==> src/rtl/count_uart_pkg.sv <==
// Shared constants and types for the counter-to-UART serial transmitter.
package count_uart_pkg;

  localparam int unsigned DATA_BITS = 8;
  localparam int unsigned IDX_W     = 3;
  localparam int unsigned STATE_W   = 2;

  typedef logic [DATA_BITS-1:0] byte_t;

  localparam logic [STATE_W-1:0] ST_IDLE  = 2'd0;
  localparam logic [STATE_W-1:0] ST_START = 2'd1;
  localparam logic [STATE_W-1:0] ST_DATA  = 2'd2;
  localparam logic [STATE_W-1:0] ST_STOP  = 2'd3;

  localparam logic START_LVL = 1'b0;
  localparam logic STOP_LVL  = 1'b1;

endpackage

==> src/rtl/count_uart_tx_if.sv <==
// Byte handshake between the upstream counter and the serial transmitter.
interface count_uart_tx_if;

  count_uart_pkg::byte_t in_data;
  logic                  in_valid;
  logic                  in_ready;

  modport master (output in_data, output in_valid, input in_ready);
  modport slave  (input in_data, input in_valid, output in_ready);

endinterface

==> src/rtl/count_uart_baud.sv <==
// Bit-period divider: counts 0..CLKS_PER_BIT-1 while running, held at 0 otherwise.
module count_uart_baud #(
  parameter int unsigned CLKS_PER_BIT = 4
) (
  input  logic clk,
  input  logic reset,
  input  logic run,
  output logic bit_tick,
  output logic pre_tick_c
);

  localparam int unsigned CNT_W = $clog2(CLKS_PER_BIT);
  localparam logic [CNT_W-1:0] CNT_LAST = CNT_W'(CLKS_PER_BIT - 1);
  localparam logic [CNT_W-1:0] CNT_PRE  = CNT_W'(CLKS_PER_BIT - 2);

  logic [CNT_W-1:0] cnt_q;
  logic [CNT_W-1:0] cnt_d;

  always_comb begin
    cnt_d = '0;
    if (run && (cnt_q != CNT_LAST)) begin
      cnt_d = cnt_q + CNT_W'(1);
    end
  end

  always_ff @(posedge clk) begin
    if (reset) begin
      cnt_q <= '0;
    end else begin
      cnt_q <= cnt_d;
    end
  end

  // pre_tick_c lets the parent register a pulse that lands on the last cycle of a bit
  assign bit_tick   = run && (cnt_q == CNT_LAST);
  assign pre_tick_c = run && (cnt_q == CNT_PRE);

endmodule

==> src/rtl/count_uart_tx.sv <==
// 8N1 serial transmitter for the counter value; tx/busy/tx_done are registered.
module count_uart_tx
  import count_uart_pkg::*;
#(
  parameter int unsigned CLKS_PER_BIT = 4
) (
  input  logic              clk,
  input  logic              reset,
  count_uart_tx_if.slave    in_if,
  output logic              tx,
  output logic              busy,
  output logic              tx_done
);

  logic [STATE_W-1:0] state_q, state_d;
  byte_t              shift_q, shift_d;
  logic [IDX_W-1:0]   idx_q, idx_d;
  logic               tx_q, tx_d;
  logic               busy_q, busy_d;
  logic               tx_done_q, tx_done_d;

  logic in_ready_c;
  logic run_c;
  logic bit_tick;
  logic pre_tick_c;

  assign in_ready_c = (state_q == ST_IDLE);
  assign run_c      = !in_ready_c;

  count_uart_baud #(
    .CLKS_PER_BIT(CLKS_PER_BIT)
  ) u_baud (
    .clk       (clk),
    .reset     (reset),
    .run       (run_c),
    .bit_tick  (bit_tick),
    .pre_tick_c(pre_tick_c)
  );

  // Frame sequencing, shift register and bit index
  always_comb begin
    state_d = state_q;
    shift_d = shift_q;
    idx_d   = idx_q;
    case (state_q)
      ST_IDLE: begin
        if (in_if.in_valid) begin
          shift_d = in_if.in_data;
          idx_d   = '0;
          state_d = ST_START;
        end
      end
      ST_START: begin
        if (bit_tick) state_d = ST_DATA;
      end
      ST_DATA: begin
        if (bit_tick) begin
          if (idx_q == IDX_W'(DATA_BITS - 1)) begin
            state_d = ST_STOP;
          end else begin
            shift_d = shift_q >> 1;
            idx_d   = idx_q + IDX_W'(1);
          end
        end
      end
      ST_STOP: begin
        if (bit_tick) state_d = ST_IDLE;
      end
      default: state_d = ST_IDLE;
    endcase
  end

  // Outputs are decoded from the next state so they change on the same edge as the state
  always_comb begin
    tx_d = STOP_LVL;
    case (state_d)
      ST_START: tx_d = START_LVL;
      ST_DATA:  tx_d = shift_d[0];
      default:  tx_d = STOP_LVL;
    endcase
    busy_d    = (state_d != ST_IDLE);
    tx_done_d = (state_q == ST_STOP) && pre_tick_c;
  end

  always_ff @(posedge clk) begin
    if (reset) begin
      state_q   <= ST_IDLE;
      shift_q   <= '0;
      idx_q     <= '0;
      tx_q      <= STOP_LVL;
      busy_q    <= 1'b0;
      tx_done_q <= 1'b0;
    end else begin
      state_q   <= state_d;
      shift_q   <= shift_d;
      idx_q     <= idx_d;
      tx_q      <= tx_d;
      busy_q    <= busy_d;
      tx_done_q <= tx_done_d;
    end
  end

  assign in_if.in_ready = in_ready_c;
  assign tx             = tx_q;
  assign busy           = busy_q;
  assign tx_done        = tx_done_q;

endmodule

==> src/flat_wrapper.sv <==
// flat-port wrapper written by rule: the top's interface ports become plain ports
module count_uart_tx_flat import count_uart_pkg::*;
#(
  parameter int unsigned CLKS_PER_BIT = 4
)
  (clk, reset, tx, busy, tx_done, in_if_in_data, in_if_in_valid, in_if_in_ready);
  count_uart_tx_if in_if_i ();
  input  logic clk;
  input  logic reset;
  output logic tx;
  output logic busy;
  output logic tx_done;
  input wire logic [$bits(in_if_i.in_data)-1:0] in_if_in_data;
  input wire logic [$bits(in_if_i.in_valid)-1:0] in_if_in_valid;
  output wire logic [$bits(in_if_i.in_ready)-1:0] in_if_in_ready;
  assign in_if_i.in_data = in_if_in_data;
  assign in_if_i.in_valid = in_if_in_valid;
  assign in_if_in_ready = in_if_i.in_ready;
  count_uart_tx #(.CLKS_PER_BIT(CLKS_PER_BIT)) u_core (.clk(clk), .reset(reset), .in_if(in_if_i), .tx(tx), .busy(busy), .tx_done(tx_done));
endmodule
==> config.mk <==
export PLATFORM = sky130hd
export DESIGN_NAME = count_uart_tx_flat
export DESIGN_NICKNAME = d
export VERILOG_FILES = /design/src/rtl/count_uart_pkg.sv /design/src/rtl/count_uart_tx_if.sv /design/src/rtl/count_uart_baud.sv /design/src/rtl/count_uart_tx.sv /design/src/flat_wrapper.sv
export SDC_FILE = /design/constraint.sdc
export NUM_CORES = 1
export LEC_CHECK = 0
export BUFFER_PORTS_ARGS = -buffer_cell sky130_fd_sc_hd__buf_2
export CORE_MARGIN = 4
export CORE_UTILIZATION = 43
export CTS_CLUSTER_SIZE = 30
export DETAILED_ROUTE_END_ITERATION = 8
export PLACE_DENSITY = 0.67
export SLEW_MARGIN = 25
export SYNTH_ARGS = -nofsm -noshare
export SYNTH_HDL_FRONTEND = slang
export SYNTH_HIERARCHICAL = 1
export SYNTH_SLANG_ARGS = --single-unit
==> constraint.sdc <==
create_clock -name clk -period 1.7 [get_ports clk]
set_input_delay 0.34 -clock clk [delete_from_list [all_inputs] [get_ports clk]]
set_output_delay 0.34 -clock clk [all_outputs]
set_load 0.005 [all_outputs]
==> metrics.yaml, run 1 <==
sta:
  period_needed_ps: 1640
  timing.hold.ws_ps: 251
  period_share: 0.967
  hold_viol: 0
  fmax_mhz: 608
  fin_skew_ps: 3.68
  worst-slew-pin-transition_ps: 350
  slew_violations: 0
  max-slew-margin-rel: 0.765
  rsz0062_at_grt: "true"
  setup_viol: 0
global_route:
  met3_usage: 0.0258
  grt_first_pass_wirelength_um: 2590
  grt_start_max_net_pins: 17
  top_usage_layer: "met2"
  antenna_found_initial: 0
  first_global_vias: 632
  grt_util_met2: 0.205
  grt_use_met1: 0.161
  grtUsageTotal: 0.128
  grt_overflow: 0
run:
  max-cap-violations: 0
final_layout:
  antenna_cells: 0
  syn2layout_area_growth_pct: 26.1
  drive_gt1_frac: 0.423
  fin_util: 0.586
  nNetsFinal: 120
synth:
  synth_top_area_cell: "dfxtp_1"
  synth-main-ff-cell: "dfxtp_1"
  seq_area_frac_synth: 0.435
  yosysWarnings: 6
  synth_top_area_share: 0.435
  syn_nets: 96
  synth_edf_count: 0
  ys_ff_latch: 18
  netlist_area_um2: 828
  syn_avg_cell_area_um2: 10.2
  syn-instance-count: 81
  ys_types: 29
  async_flop_share: 0
  yosys-top-cells-area: "dfxtp_1 44%, a222oi_1 7.3%, nor2_1 6.3%"
power:
  leakage_uw: 0.000455
  power_density_nw_per_um2: 774
  totalPowerFinal_uw: 809
  vdd_drop_max_mv: 0.574
die:
  row_count: 15
  die_h_um: 51.9
  core_area_um2: 1780
  die_width_um: 51.9
  ioPinCount: 15
  dieArea_um2: 2690
  start_util: 0.465
clocking:
  cts_made_buffers: 3
  cts_buffer_depth: 2
  root_buffer: "clkbuf_4"
  clk_pin_slew_ps: 110
  htreeDepth: 1
  cts.sinks: 18
  cts_tree: "done"
  clk-insertion-delay-late_ps: 280
  hold_buffers: 0
drt:
  drt_iter0_markers: 42
  finalWirelength_um: 1580
  ant_nets: 0
  vias_per_cell: 5.06
  drcViolationCount: 0
  drt_first_pass_iters: 8
  vias: 653
  wl_per_cell_um: 12.2
critical_path:
  slowest_stage: "dfxtp_2"
  start_kind: "register"
  max_stage_delay_ps: 360
  cp.buffers_inverters: 0
  path_class: "register to register"
  cp_top_family: "compound AO/OA/AOI/OAI gates"
  end_kind: "register"
  cp_data_required_time_ps: 1880
  critical_path_arrival_ps: 1820
  cp_common_cell: "ha_4"
  path_cells: "ha_4 > ha_4 > nand3b_1 > a21o_4 > a222oi_1 > nor2_1"
  path_max_fanout: 7
hold_path:
  hold_class: "input pin to register"
outcome:
  outcome: "complete, no violations"
placed_design:
  gp_congestion: 0.810
  port_buffers: 14
  dp_hpwl_um: 1110
-- cell families after synthesis --
kind of cell | after synthesis | share of synthesized area
and+or+nand+nor | 34 | 0.242
muxes | 4 | 0.0498
xor gates and xnor gates | 1 | 0.0106
DFF | 18 | 0.435
AOI/OAI and AO/OA | 13 | 0.134
buffers and inverters | 7 | 0.0680
adders and majority gates | 4 | 0.0604
-- synthesized netlist by cell type (2+ instances only) --
| library cell | instances |
|---|---|
| ha_1 | 4 |
| dfxtp_1 | 18 |
| nor4b_2 | 2 |
| a222oi_1 | 6 |
| nand2_1 | 3 |
| inv_1 | 2 |
| nor2_1 | 14 |
| and2_1 | 5 |
| buf_6 | 4 |
| nand2b_1 | 2 |
| mux2i_1 | 3 |
-- timing repair --
item / 4_1_cts / 5_1_grt
setup buffers: 0 / 3
pin swaps: 0 / 4
setup endpoints to repair: 1 / 11
cloned: 0 / 0
gates resized for setup: 1 / 11
-- layout by cell type, fill, tap and decap left out, types with 2 or more instances in the layout --
master	n
and2_4	2
clkbuf_4	3
ha_1	2
buf_4	10
ha_4	2
nand2_1	3
nor4b_2	2
a222oi_1	6
mux2i_1	3
nand2b_1	2
nor2_1	13
dfxtp_2	4
and2_1	4
dfxtp_1	14
buf_2	14
inv_1	2
-- flip-flops by register name, indices dropped and copies added (netlist names) --
register             cells
u_core/state_q           2
u_core/busy              1
u_core/tx_done           1
u_core/tx                1
u_core/u_baud/cnt_q      2
u_core/idx_q             3
u_core/shift_q           8
-- metal layers --
layer / vias up / share of wire
met3: 2 / 0.049
li1: 340 / -
met5: - / 0
met1: 297 / 0.46
met2: 14 / 0.48
met4: 0 / 0.011
-- where the power goes --
part,internal [µW],switching [µW]
registers,441,9.91
clock network,130,130
logic,50.7,47.0
total,622,187
-- stage by stage --
| stage | instances | setup WS, ps | setup TNS, ps | area (µm²) |
|---|---|---|---|---|
| finish | 129 | 56.4 | 0 | 1040 |
| floorplan | 81 | 44.8 | 0 | 835 |
| global placement | 122 | 47.2 | 0 | 940 |
| global route | 129 | -53.2 | -92.3 | 1040 |
| detailed placement | 122 | 17.5 | 0 | 940 |
| CTS | 126 | 1.20 | 0 | 977 |
-- path summary, 6_finish.rpt --
kind | from | to | slack, ps | cells after the start
setup / recovery | u_core/idx_q[0] | u_core/shift_q[2] | 60 | 6
hold / removal | reset | u_core/busy | 250 | 2
setup reg to reg | u_core/idx_q[0] | u_core/shift_q[2] | 60 | 6
hold reg to reg | u_core/u_baud/cnt_q[0] | u_core/u_baud/cnt_q[0] | 430 | 1
-- cell type report --
class,count,area (µm²)
clock buffer,4,36.3
fill,163,738
inverter,2,7.51
multi-input combinational,56,459
sequential,18,365
tap,25,31.3
timing repair buffer,24,145
No activity file was read; power rests on OpenSTA's default activity.
==> run 2, diff against run 1 <==
--- a/config.mk
+++ b/config.mk
@@ -5,12 +5,13 @@
 export SDC_FILE = /design/constraint.sdc
 export NUM_CORES = 1
 export LEC_CHECK = 0
+export ABC_AREA = 1
 export BUFFER_PORTS_ARGS = -buffer_cell sky130_fd_sc_hd__buf_2
 export CORE_MARGIN = 4
 export CORE_UTILIZATION = 43
 export CTS_CLUSTER_SIZE = 30
 export DETAILED_ROUTE_END_ITERATION = 8
-export PLACE_DENSITY = 0.67
+export PLACE_DENSITY = 0.66
 export SLEW_MARGIN = 25
 export SYNTH_ARGS = -nofsm -noshare
 export SYNTH_HDL_FRONTEND = slang
==> run 2 against run 1 <==
Net effect:
- critical path depth up 2
- routed wire length up 9.9%
- register-to-register slack better by 190 ps
- cell count up 35%
- total power up 3.5%
- first-iteration DRC count down 43%
- combinational power up 19%
- via count up 26%
- clock skew down 2.9 ps
- critical path type unchanged
- largest cell class unchanged
- highest routed layer unchanged
==> metrics.yaml, run 2 <==
outcome:
  outcome: "complete, no violations"
power:
  power_density_nw_per_um2: 793  # +2.4%
  vdd_drop_max_mv: 0.486  # -15%
  leakage_uw: 0.000519  # +14%
final_layout:
  largest_register: "u_core/shift_q"
  drive_gt1_frac: 0.224  # -0.199
  nNetsFinal: 163  # +36%
  ff_latch_area_um2: 364  # -0.34%
  largest_registers: "u_core/shift_q (8), u_core/idx_q (3)"
  antenna_cells: 0  # unchanged
  mostFrequentLayoutCells: "25 x nand2_1, 19 x inv_1, 19 x a21oi_1"
  fill_cells: 216  # +33%
  layout_commonest_cell: "nand2_1"
  syn2layout_area_growth_pct: 15.3
  instances_no_fill: 174  # +35%
  largest_reg_flops: 8  # unchanged
  multiInputGateArea_um2: 448  # -2.5%
synth:
  async_flop_share: 0  # unchanged
  syn_avg_cell_area_um2: 7.10  # -31%
  ys_ff_latch: 18  # unchanged
  synth_common_cells: "25 x nand2_1, 20 x inv_1, 19 x a21oi_1"
  netlist_area_um2: 916  # +11%
  syn_nets: 144  # +50%
  ys_types: 18  # -38%
  synth-main-ff-cell: "dfxtp_1"
  seq_area_frac_synth: 0.393  # -0.0416
  syn-instance-count: 129  # +59%
  yosys-top-cells-area: "dfxtp_1 39%, a21oi_1 10%, nand2_1 10%"
  yosysWarnings: 6  # unchanged
  synth_edf_count: 0  # unchanged
  synth_top_area_share: 0.393  # -0.0416
  synth_top_area_cell: "dfxtp_1"
  yosysMostFrequentCell: "nand2_1"
global_route:
  grt_start_max_net_pins: 16  # -1
  grt_overflow: 0  # unchanged
  first_global_vias: 739  # +17%
  grtUsageTotal: 0.146  # +0.0182
  antenna_found_initial: 0  # unchanged
  grt_first_pass_wirelength_um: 3140  # +21%
sta:
  period_needed_ps: 1450  # -195 ps
  max-slew-margin-rel: 0.798  # +0.0327
  period_share: 0.852  # -0.114
  fin_skew_ps: 0.741  # -2.94 ps
  setup_viol: 0  # unchanged
  totalNegativeSetupSlack_ps: 0  # unchanged
  rsz0062_at_grt: "false"
  hold_viol: 0  # unchanged
  worst-slew-pin-transition_ps: 303  # -46.9 ps
  slew_violations: 0  # unchanged
  fmax_mhz: 690  # +13%
critical_path:
  timing.rr.end: "u_core/idx_q[0]"
  critical_path_arrival_ps: 1640  # -180 ps
  crit_path_start: "u_core/idx_q[0]"
  path_max_fanout: 10  # +3
  path_class: "register to register"
  r2r_slack_ps: 250  # +190 ps
  reg2reg_from: "u_core/idx_q[0]"
  cp_data_required_time_ps: 1890  # about the same
  reg2reg_depth: 8  # +2
  end_kind: "register"
  start_kind: "register"
die:
  die_width_um: 54.2  # +4.4%
  core_area_um2: 2000  # +12%
  row_count: 16  # +1
  dieArea_um2: 2930  # +8.9%
  ioPinCount: 15  # unchanged
  die_h_um: 54.2  # +4.4%
  start_util: 0.457  # -0.00706
hold_path:
  min_to: "u_core/shift_q[7]"
  hold_path_startpoint: "in_if_in_data[7]"
  hold_class: "input pin to register"
  holdPathStages: 3  # +1
drt:
  top_layer: "met4"
  drcViolationCount: 0  # unchanged
  drt_iter0_markers: 24  # -43%
  met3_length_um: 105  # +36%
  ant_nets: 0  # unchanged
  vias: 826  # +26%
  dr_wl_met2_um: 740  # -2.2%
  routedLengthMet1_um: 862  # +19%
  vias_per_cell: 4.75  # -6.2%
  drt_first_pass_iters: 4  # -4
  finalWirelength_um: 1740  # +9.9%
  wl_per_cell_um: 9.98  # -18%
placed_design:
  gp_congestion: 0.812  # +0.16%
  port_buffers: 14  # unchanged
  dp_hpwl_um: 1330  # +20%
  placed_cells: 170  # +39%
clocking:
  clk_pin_slew_ps: 100  # about the same
  cts_tree: "done"
  root_buffer: "clkbuf_4"
  post-cts-setup-buffer-count: 0  # unchanged
  cts.sinks: 18  # unchanged
  cts_made_buffers: 3  # unchanged
  clk-insertion-delay-late_ps: 290  # about the same
  htreeDepth: 1  # unchanged
  cts_buffer_depth: 2  # unchanged
run:
  max-cap-violations: 0  # unchanged
## run 2: cell count changes after synthesis, sizes merged, moves of 2 or more
cell / before / now
nand3: 1 / 10
buf: 4 / 1
mux2i: 3 / 0
nor2: 15 / 21
nand2: 3 / 27
inv: 2 / 23
nor4b: 2 / 0
and2: 6 / 0
a222oi: 6 / 0
a21oi: 1 / 20
nand2b: 2 / 0
## run 2: cell type report
class,count,share of cell area
inverter,23,0.0841
multi-input combinational,86,0.424
timing repair buffer,16,0.0806
tap,27,0.0320
clock buffer,4,0.0344
sequential,18,0.345
## run 2: per-layer routing
layer	global-route usage	vias up
met5	0	-
met4	0.0747	0
met3	0.0249	4
met2	0.201	18
met1	0.214	360
li1	-	444
## run 2: worst max-delay path by stage
stage | to | depth (start not counted)
3_5_place_dp | u_core/idx_q[0] | 11
4_1_cts | u_core/idx_q[0] | 11
3_3_place_gp | u_core/idx_q[2] | 11
5_1_grt | u_core/shift_q[1] | 11
6_report | u_core/idx_q[0] | 8
2_1_floorplan | u_core/idx_q[2] | 11
## run 2: report_power, final
group	leakage (µW)	switching, µW	internal [µW]
registers	0.000148	11.9	444
logic	0.000350	69.6	46.5
clock network	0.0000210	135	131
## run 2: timing repair
| item | 4_1_cts | 5_1_grt |
|---|---|---|
| endpoints found under the setup margin | 0 | 11 |
| endpoints found under the hold margin | 0 | 0 |
| hold buffers | 0 | 0 |
| gates resized for setup | 0 | 3 |
## run 2: metrics by stage
| stage | power [µW] | setup slack, ps | util | area [µm²] | hold slack [ps] |
|---|---|---|---|---|---|
| finish | 837 | 251 | 0.528 | 1060 | 287 |
| global route | 885 | 50.1 | 0.528 | 1060 | 295 |
| CTS | 847 | 123 | 0.526 | 1050 | 283 |
| detailed placement | 583 | 141 | 0.508 | 1020 | 438 |
| global placement | 581 | 210 | 0.508 | 1020 | 429 |
| floorplan | 547 | 232 | - | 916 | 409 |
## run 2: worst max-delay path, cell delays in order (launching register included)
cell and delay [ps]:
dfxtp_1 340, ha_1 210, ha_1 220, nor2_2 180, nand2_4 100, nand2_4 90, inv_4 60, nor2_1 90
nor2_1 60
## run 2: cell families after synthesis
logic type / count (synthesis) / share of synthesized area
AO/OA/AOI/OAI: 23 / 0.131
adder cells (fa/ha/maj): 4 / 0.0546
buffers and inverters: 25 / 0.117
flip-flops: 18 / 0.393
AND/OR/NAND/NOR: 59 / 0.303
